[src/rtl/snitch_perf_sampler_pkg.sv]
// Shared types for the performance-counter sampler: sample record, FSM states
// and the default register-interface request/response structs.
package snitch_perf_sampler_pkg;

  localparam int unsigned MaxCounters  = 16;
  localparam int unsigned IdxWidth     = $clog2(MaxCounters);
  localparam int unsigned SampleWidth  = 48;
  localparam int unsigned RegAddrWidth = 48;
  localparam int unsigned RegDataWidth = 64;

  // idx is sized for the largest supported sweep; smaller sweeps leave upper bits zero
  typedef struct packed {
    logic [7:0]             seq;
    logic [IdxWidth-1:0]    idx;
    logic [SampleWidth-1:0] value;
    logic                   error;
  } perf_sample_t;

  typedef enum logic [1:0] {Idle, Req, Out} sampler_state_e;

  typedef struct packed {
    logic [RegAddrWidth-1:0]   addr;
    logic                      write;
    logic [RegDataWidth-1:0]   wdata;
    logic [RegDataWidth/8-1:0] wstrb;
    logic                      valid;
  } sampler_reg_req_t;

  typedef struct packed {
    logic [RegDataWidth-1:0] rdata;
    logic                    error;
    logic                    ready;
  } sampler_reg_rsp_t;

endpackage

[src/rtl/snitch_perf_sampler_timer.sv]
// Free-running period timer: fires once every period_i cycles while enabled,
// held at zero when disabled or when period_i is zero.
module snitch_perf_sampler_timer #(
  parameter int unsigned PeriodWidth = 32
) (
  input  logic                   clk_i,
  input  logic                   rst_ni,
  input  logic                   enable_i,
  input  logic [PeriodWidth-1:0] period_i,
  output logic                   fire_o
);

  logic [PeriodWidth-1:0] cnt_q;
  logic                   active;

  // >= rather than == so a period shrunk below the running count still fires
  always_comb begin
    active = enable_i && (period_i != '0);
    fire_o = active && (cnt_q >= period_i - PeriodWidth'(1));
  end

  always_ff @(posedge clk_i or negedge rst_ni) begin
    if (!rst_ni) begin
      cnt_q <= '0;
    end else if (!active || fire_o) begin
      cnt_q <= '0;
    end else begin
      cnt_q <= cnt_q + PeriodWidth'(1);
    end
  end

endmodule

[src/rtl/snitch_perf_cnt_sampler.sv]
// Sweeps the cluster performance counters over the register interface, one read
// per counter, and streams each result out as a (seq, idx, value, error) record.
module snitch_perf_cnt_sampler
  import snitch_perf_sampler_pkg::*;
#(
  parameter int unsigned          NumCounters = MaxCounters,
  parameter int unsigned          AddrWidth   = RegAddrWidth,
  parameter int unsigned          DataWidth   = RegDataWidth,
  parameter logic [AddrWidth-1:0] CntBaseAddr = '0,
  parameter int unsigned          CntStride   = 8,
  parameter int unsigned          PeriodWidth = 32,
  parameter type                  reg_req_t   = sampler_reg_req_t,
  parameter type                  reg_rsp_t   = sampler_reg_rsp_t
) (
  input  logic                   clk_i,
  input  logic                   rst_ni,
  input  logic                   enable_i,
  input  logic [PeriodWidth-1:0] period_i,
  input  logic                   trigger_i,
  output reg_req_t               reg_req_o,
  input  reg_rsp_t               reg_rsp_i,
  output perf_sample_t           sample_o,
  output logic                   sample_valid_o,
  input  logic                   sample_ready_i,
  output logic                   busy_o,
  output logic [15:0]            overrun_o
);

  sampler_state_e      state_q;
  logic [IdxWidth-1:0] idx_q;
  logic [7:0]          seq_q;
  perf_sample_t        sample_q;
  logic [15:0]         overrun_q;
  logic                timer_fire;
  logic                trig;
  logic                last;
  logic                unused_rdata;

  snitch_perf_sampler_timer #(
    .PeriodWidth(PeriodWidth)
  ) i_timer (
    .clk_i   (clk_i),
    .rst_ni  (rst_ni),
    .enable_i(enable_i),
    .period_i(period_i),
    .fire_o  (timer_fire)
  );

  assign trig         = enable_i && (trigger_i || timer_fire);
  assign last         = (idx_q == IdxWidth'(NumCounters - 1));
  assign unused_rdata = ^reg_rsp_i.rdata[DataWidth-1:SampleWidth];

  always_ff @(posedge clk_i or negedge rst_ni) begin
    if (!rst_ni) begin
      state_q   <= Idle;
      idx_q     <= '0;
      seq_q     <= '0;
      sample_q  <= '0;
      overrun_q <= '0;
    end else begin
      // any trigger outside Idle is dropped, including one on the final accept
      if (trig && (state_q != Idle) && (overrun_q != 16'hFFFF)) begin
        overrun_q <= overrun_q + 16'd1;
      end
      unique case (state_q)
        Idle: begin
          if (trig) begin
            idx_q   <= '0;
            state_q <= Req;
          end
        end
        Req: begin
          if (reg_rsp_i.ready) begin
            sample_q.seq   <= seq_q;
            sample_q.idx   <= idx_q;
            sample_q.value <= reg_rsp_i.rdata[SampleWidth-1:0];
            sample_q.error <= reg_rsp_i.error;
            state_q        <= Out;
          end
        end
        Out: begin
          if (sample_ready_i) begin
            if (last) begin
              seq_q   <= seq_q + 8'd1;
              state_q <= Idle;
            end else begin
              idx_q   <= idx_q + IdxWidth'(1);
              state_q <= Req;
            end
          end
        end
        default: state_q <= Idle;
      endcase
    end
  end

  always_comb begin
    reg_req_o       = '0;
    reg_req_o.valid = (state_q == Req);
    reg_req_o.addr  = CntBaseAddr + AddrWidth'(idx_q) * AddrWidth'(CntStride);
  end

  assign sample_o       = sample_q;
  assign sample_valid_o = (state_q == Out);
  assign busy_o         = (state_q != Idle);
  assign overrun_o      = overrun_q;

endmodule

[config.mk]
export PLATFORM = sky130hd
export DESIGN_NAME = snitch_perf_cnt_sampler
export DESIGN_NICKNAME = d
export VERILOG_FILES = /design/src/rtl/snitch_perf_sampler_pkg.sv /design/src/rtl/snitch_perf_sampler_timer.sv /design/src/rtl/snitch_perf_cnt_sampler.sv
export SDC_FILE = /design/constraint.sdc
export NUM_CORES = 1
export LEC_CHECK = 0
export CORE_MARGIN = 2
export CORE_UTILIZATION = 44
export DETAILED_ROUTE_END_ITERATION = 8
export GPL_TIMING_DRIVEN = 0
export PLACE_DENSITY = 0.9
export SLEW_MARGIN = 20
export SYNTH_ARGS = -nofsm -noshare
export SYNTH_HDL_FRONTEND = slang
export SYNTH_SLANG_ARGS = --single-unit
export TNS_END_PERCENT = 50
[constraint.sdc]
create_clock -name clk_i -period 2.75 [get_ports clk_i]
set_input_delay 0.825 -clock clk_i [delete_from_list [all_inputs] [get_ports clk_i]]
set_output_delay 0.825 -clock clk_i [all_outputs]
set_load 0.01 [all_outputs]
==> results.sh, run 1 <==
export IMPL_cp_required_ns=3.08
export IMPL_core_area_sq_um=16400
export IMPL_placed_area_sq_um=9880
export IMPL_r2r_start="i_timer.cnt_q[2]"
export IMPL_crit_type="primary input to flop"
export IMPL_end_kind="flop"
export IMPL_grt_max_degree=67
export IMPL_tightest_slew_ns=0.601
export IMPL_cts_made_buffers=17
export IMPL_p_leak_nw=5.25
export IMPL_powerDensity_nw_per_um2=677
export IMPL_dieArea_sq_um=17700
export IMPL_cts_num_sinks=123
export IMPL_setup_violations=53
export IMPL_wl_per_cell_um=14.8
export IMPL_crit_path_end="overrun_o[12]"
export IMPL_cp_arrival_ns=4.51
export IMPL_synth_area_sq_um=7320
export IMPL_cp_top_family="simple AND/OR/NAND/NOR gates"
export IMPL_instances_no_fill=1259
export IMPL_fin_crit_ns=4.19
export IMPL_total_power_mw=7.56
export IMPL_place_gp_congestion=0.810
export IMPL_cts_htree_levels=4
export IMPL_max_freq_ghz=0.239
export IMPL_cp_num_buf_inv=3
export IMPL_ys_flop_type="dfrtp_1"
export IMPL_cts_tree="done"
export IMPL_place_ws_ns=-2.61
export IMPL_hold_buffers=0
export IMPL_stdcell_area_sq_um=11200
export IMPL_maxSlewViolCount=0
export IMPL_crit_chain="buf_8 -> or4_4 -> buf_12 -> or3_4 -> nor3b_4 -> nand2_1 -> xor2_1 -> ha_1 -> nand4_1 -> nor2_1 -> a221oi_2 -> o21ai_2 -> a221oi_4 -> buf_4 -> nor2_4 -> nand3_2 -> xnor2_1"
export IMPL_die_x_um=133
export IMPL_slew_limit_headroom=0.599
export IMPL_clkTransAtPathRegs_ns=0.06
export IMPL_start_util=0.446
export IMPL_peakVddDrop_mv=0.385
export IMPL_num_vias=5882
export IMPL_finalCoreUtilization=0.681
export IMPL_setup_ws_ns=-1.44
export IMPL_nNetsFinal=1166
export IMPL_ios=304
export IMPL_antennaDiodeCount=0
export IMPL_synth_edf_count=0
export IMPL_finClkSkew_ns=0.00777
export IMPL_fin_crit_sh=1.52
export IMPL_dpl_hpwl_um=13500
export IMPL_drc_errors=0
export IMPL_synthCells=686
export IMPL_ys_ff_latch=123
export IMPL_grt_pass1_vias=5763
export IMPL_root_buffer="clkbuf_16"
export IMPL_async_flop_share=1.00
export IMPL_startpoint="period_i[5]"
export IMPL_port_buffers=170
export IMPL_outcome="finished, violations left"
export IMPL_die_height_um=133
export IMPL_routed_wl_um=18600
export IMPL_cts_buffer_depth=2
export IMPL_reg2regPathDepth=11
export IMPL_worst_setup_path_start_kind="primary input"
export IMPL_rrSetupSlack_ns=0.14
export IMPL_max_cap_violations=0
export IMPL_antenna_found_initial=0
export IMPL_area_growth_pct=52.6
export IMPL_ys_types=56
export IMPL_r2r_end="overrun_o[12]"
export IMPL_yosysSeqAreaShare=0.420
export IMPL_via_per_inst=4.67
export IMPL_cpMaxStageDelayCell="or4_4"
export IMPL_drive_gt1_frac=0.330
export IMPL_cp_depth=17
export IMPL_rows=47
export IMPL_drtIter0Drc=215
export IMPL_dr_pass1_iters=4
export IMPL_track_usage=0.200
export IMPL_slowest_delay_ns=0.55
export IMPL_ys_warn_count=0
export IMPL_grt_overflow_total=0
export IMPL_hold_viol_final=0
export IMPL_holdCritPathClass="primary input to asynchronous set/reset pin"
export IMPL_rsz0062_at_grt="yes"
export IMPL_avgSynthCellArea_sq_um=10.7
export IMPL_clkLatencyLatePin_ns=0.41
export IMPL_failed_checks="negative setup slack"
export IMPL_drtAntennaViolNets=0
export IMPL_grt_pass1_wl_um=28100
export IMPL_place_inst=1193
export IMPL_critPathMaxFanout=5
[placed cells by master, fill, tap and decap left out, types with 8 or more instances in the layout]
cell type / instances
and3_1: 10
buf_4: 145
clkbuf_16: 19
clkdlybuf4s50_1: 149
conb_1: 117
dfrtp_1: 123
ha_1: 36
inv_1: 10
mux2_2: 61
nand2_1: 34
nand3_1: 23
nand4_1: 10
nor2_1: 33
nor2_2: 8
nor2_4: 14
nor3_1: 9
o21ai_0: 10
xnor2_1: 50
xor2_1: 25
[logic make-up after synthesis]
group,Yosys count,share of synthesized area
AO/OA/AOI/OAI,48,0.0429
XOR/XNOR,78,0.0933
adder cells (fa/ha/maj),37,0.0632
buffers and inverters,138,0.131
flip-flops,123,0.420
multiplexers,63,0.0972
other,1,0.000512
AND/OR/NAND/NOR,198,0.151
[layout make-up]
cell class | count | area, sq um
fillers | 1136 | 5230
clock buffers | 17 | 425
well taps | 220 | 275
flip-flops and latches | 123 | 3080
multi-input cells | 542 | 4140
inverters | 12 | 65.1
plain buffers | 126 | 947
repair buffers | 204 | 2020
clock inverters | 15 | 231
[worst min path at each step]
stage	startpoint	end	slack, ns
5_1_grt	rst_ni	sample_o[51]	0.40
2_1_floorplan	seq_q[7]	seq_q[7]	0.44
3_5_place_dp	seq_q[7]	seq_q[7]	0.48
3_3_place_gp	seq_q[7]	seq_q[7]	0.47
6_report	rst_ni	sample_o[51]	0.37
4_1_cts	rst_ni	sample_o[51]	0.38
[layer usage]
metal  track usage  part of all wire  up-vias
met5             0                 0        -
met4        0.0842             0.022        0
met3        0.0471             0.062       29
met2         0.364              0.54      220
met1         0.223              0.37     2803
li1              -                 -     2830
[metrics by stage]
step | setup TNS, ns | hold WS [ns]
6_report | -71.42 | 0.370
5_1_grt | -78.97 | 0.404
4_1_cts | -65.93 | 0.378
3_5_place_dp | -128.42 | 0.482
3_3_place_gp | -608.68 | 0.466
2_1_floorplan | -62.59 | 0.442
[Yosys cell counts, types with 2 or more instances]
master    number  share of area
dfrtp_1      123           0.42
buf_4        117           0.12
and2_1         2         0.0017
or4_4          3         0.0046
o21ai_1        3         0.0020
ha_1          37          0.063
clkbuf_1       6         0.0031
nor4_1         5         0.0043
a21o_1         3         0.0031
nand3_1       27          0.018
nand4_1       10         0.0085
xor2_1        25          0.030
or3_1          8         0.0068
nand2b_1       3         0.0026
o21ai_0       13         0.0089
o211ai_1       2         0.0020
a211oi_1       6         0.0062
nor3_1        14         0.0096
mux2_2        61          0.094
buf_2          3         0.0020
xnor2_1       53          0.063
nor4_2         4         0.0068
nand4_2        2         0.0034
a21oi_1       11         0.0075
nor3_2         2         0.0027
inv_1         12         0.0062
nor2b_1        4         0.0034
and4_1         3         0.0036
and3_1        10         0.0085
nor2_1        53          0.027
nand2_1       36          0.018
[worst register-to-register path, cell delays in order, from the launching register on]
cell	delay, ns
dfrtp_1	0.45
ha_1	0.34
a211oi_1	0.22
o21ai_1	0.11
a211oi_1	0.26
o211ai_1	0.13
buf_4	0.18
a221oi_4	0.37
buf_4	0.20
nor2_4	0.06
nand3_2	0.08
xnor2_1	0.12
[repair_timing]
| item | in CTS | in global routing |
|---|---|---|
| resized for setup | 63 | 81 |
| buffers inserted | 20 | 10 |
| pin swaps | 26 | 33 |
| setup endpoints to repair | 53 | 53 |
| gates cloned | 1 | 3 |
[report_power, final]
part           switching (mW)  internal, mW
registers               0.265          2.26
logic                    1.05          1.52
clock network           0.913          1.56
[sequential cells by signal (all words and copies together) (netlist names)]
register and count:
idx_q 4, seq_q 8, state_q 2, i_timer.cnt_q 32, sample_o 61, overrun_o 16
Power figures use the tool's default switching activity.
==> run 2: changes to the inputs <==
- SKIP_CTS_REPAIR_TIMING: unset -> 1
==> run 2 against run 1 <==
  * The flow still finishes with violations (negative setup slack)
  * Sequential share of layout area increased by 0.32 points
  * Wire length decreased by 1.3%
  * Clock power about the same
  * Global-route usage decreased by 0.68 points
  * Via count decreased by 0.44%
  * Critical endpoint is now overrun_o[1]
==> results.sh, run 2 (synthesis gave the netlist of run 1 again) <==
export IMPL_holdCritPathClass="primary input to asynchronous set/reset pin"
export IMPL_max_cap_violations=0
export IMPL_start_util=0.446
export IMPL_critPathMaxFanout=5
export IMPL_nNetsFinal=1156
export IMPL_cpMaxStageDelayCell="or4_4"
export IMPL_area_growth_pct=50.8
export IMPL_fin_crit_ns=4.29
export IMPL_final_common_cell="clkdlybuf4s50_1"
export IMPL_cts_num_sinks=123
export IMPL_place_inst=1193
export IMPL_cts_tree="done"
export IMPL_rows=47
export IMPL_stdcell_area_sq_um=11000
export IMPL_dieArea_sq_um=17700
export IMPL_cp_arrival_ns=4.59
export IMPL_clkTransAtPathRegs_ns=0.06
export IMPL_internal_power_mw=5.33
export IMPL_dpl_hpwl_um=13500
export IMPL_worst_setup_path_start_kind="primary input"
export IMPL_cp_top_family="simple AND/OR/NAND/NOR gates"
export IMPL_num_vias=5856
export IMPL_track_usage=0.193
export IMPL_layout_common_cells="clkdlybuf4s50_1 (151), buf_4 (137), dfrtp_1 (123)"
export IMPL_setup_ws_ns=-1.54
export IMPL_reg2regPathDepth=9
export IMPL_crit_chain="buf_8 -> or4_4 -> nor3_4 -> nand3b_1 -> or3_4 -> nor2b_4 -> nand2_1 -> xor2_1 -> ha_1 -> nand4_1 -> nor2_1 -> a221oi_2 -> o21ai_2 -> a221oi_4 -> nor2_4 -> mux2_4"
export IMPL_power_switching_mw=2.22
export IMPL_wl_per_cell_um=14.7
export IMPL_max_freq_ghz=0.233
export IMPL_antennaDiodeCount=0
export IMPL_core_area_sq_um=16400
export IMPL_clkPwrFrac=0.328
export IMPL_total_power_mw=7.55
export IMPL_die_x_um=133
export IMPL_slew_limit_headroom=0.600
export IMPL_rsz0062_at_grt="yes"
export IMPL_placed_area_sq_um=9880
export IMPL_hold_viol_final=0
export IMPL_regArea_sq_um=3080
export IMPL_r2r_start="i_timer.cnt_q[2]"
export IMPL_place_gp_congestion=0.810
export IMPL_fin_crit_sh=1.56
export IMPL_setup_violations=53
export IMPL_drtAntennaViolNets=0
export IMPL_largest_register_ffs=61
export IMPL_hold_slack_ns=0.372
export IMPL_cts_buffer_depth=2
export IMPL_root_buffer="clkbuf_16"
export IMPL_slowest_delay_ns=0.56
export IMPL_place_ws_ns=-2.61
export IMPL_instances_no_fill=1249
export IMPL_nFillCells=1162
export IMPL_dr_pass1_iters=5
export IMPL_swShare=0.294
export IMPL_cp_num_buf_inv=1
export IMPL_tightest_slew_ns=0.600
export IMPL_powerDensity_nw_per_um2=684
export IMPL_grt_overflow_total=0
export IMPL_crit_type="primary input to flop"
export IMPL_via_per_inst=4.69
export IMPL_fin_setup_tns_ns=-74.14
export IMPL_ios=304
export IMPL_cp_required_ns=3.05
export IMPL_drc_errors=0
export IMPL_drtIter0Drc=229
export IMPL_cts_made_buffers=17
export IMPL_maxSlewViolCount=0
export IMPL_end_kind="flop"
export IMPL_peakVddDrop_mv=0.381
export IMPL_grt_pass1_wl_um=27100
export IMPL_rrSetupSlack_ns=0.16
export IMPL_finClkSkew_ns=0.00954
export IMPL_seq_power_share=0.334
export IMPL_p_leak_nw=5.21
export IMPL_antenna_found_initial=0
export IMPL_grt_max_degree=67
export IMPL_r2r_end="overrun_o[1]"
export IMPL_cts_htree_levels=4
export IMPL_port_buffers=170
export IMPL_finalCoreUtilization=0.673
export IMPL_grt_pass1_vias=5501
export IMPL_clkLatencyLatePin_ns=0.41
export IMPL_failed_checks="negative setup slack"
export IMPL_power_frac_comb=0.338
export IMPL_outcome="finished, violations left"
export IMPL_multi_input_area_sq_um=4080
export IMPL_drive_gt1_frac=0.307
export IMPL_routed_wl_um=18400
export IMPL_die_height_um=133
==> run 2: changes by cell type in the layout (fill, tap and decap cells not counted), sizes merged <==
cell and delta:
buf -14, clkdlybuf4s15 -3, clkdlybuf4s50 +2, dlygate4sd2 -2, dlymetal6s2s +7
==> run 2: cell type report <==
cell class | count | share of cell area
plain buffers | 126 | 0.0852
clock buffers | 17 | 0.0385
clock inverters | 15 | 0.0210
inverters | 12 | 0.00589
multi-input cells | 542 | 0.370
flip-flops and latches | 123 | 0.279
well taps | 220 | 0.0249
repair buffers | 194 | 0.176
==> run 2: power by group through the flow <==
stage	registers, mW	logic [mW]	clock network [mW]
after global placement	2.53	2.43	0
after detailed placement	2.55	2.49	0
after floorplan	2.73	0.994	0
after CTS	2.52	2.51	2.51
final	2.52	2.55	2.48
after global routing	2.58	2.72	2.61
==> run 2: routing by layer <==
| layer | share of wire | global-route usage |
|---|---|---|
| met1 | 0.37 | 0.218 |
| met4 | 0.024 | 0.0699 |
| met3 | 0.066 | 0.0448 |
| met2 | 0.54 | 0.355 |
| met5 | 0 | 0 |
==> run 2: worst max path at each step <==
| stage | to | depth (start not counted) | startpoint | slack [ns] |
|---|---|---|---|---|
| 6_report | overrun_o[1] | 16 | period_i[11] | -1.54 |
| 5_1_grt | overrun_o[1] | 16 | period_i[7] | -1.67 |
| 4_1_cts | idx_q[2] | 16 | period_i[1] | -2.24 |
| 3_5_place_dp | idx_q[2] | 16 | period_i[1] | -2.61 |
| 3_3_place_gp | i_timer.cnt_q[17] | 1 | rst_ni | -3.94 |
| 2_1_floorplan | overrun_o[9] | 15 | period_i[1] | -1.34 |
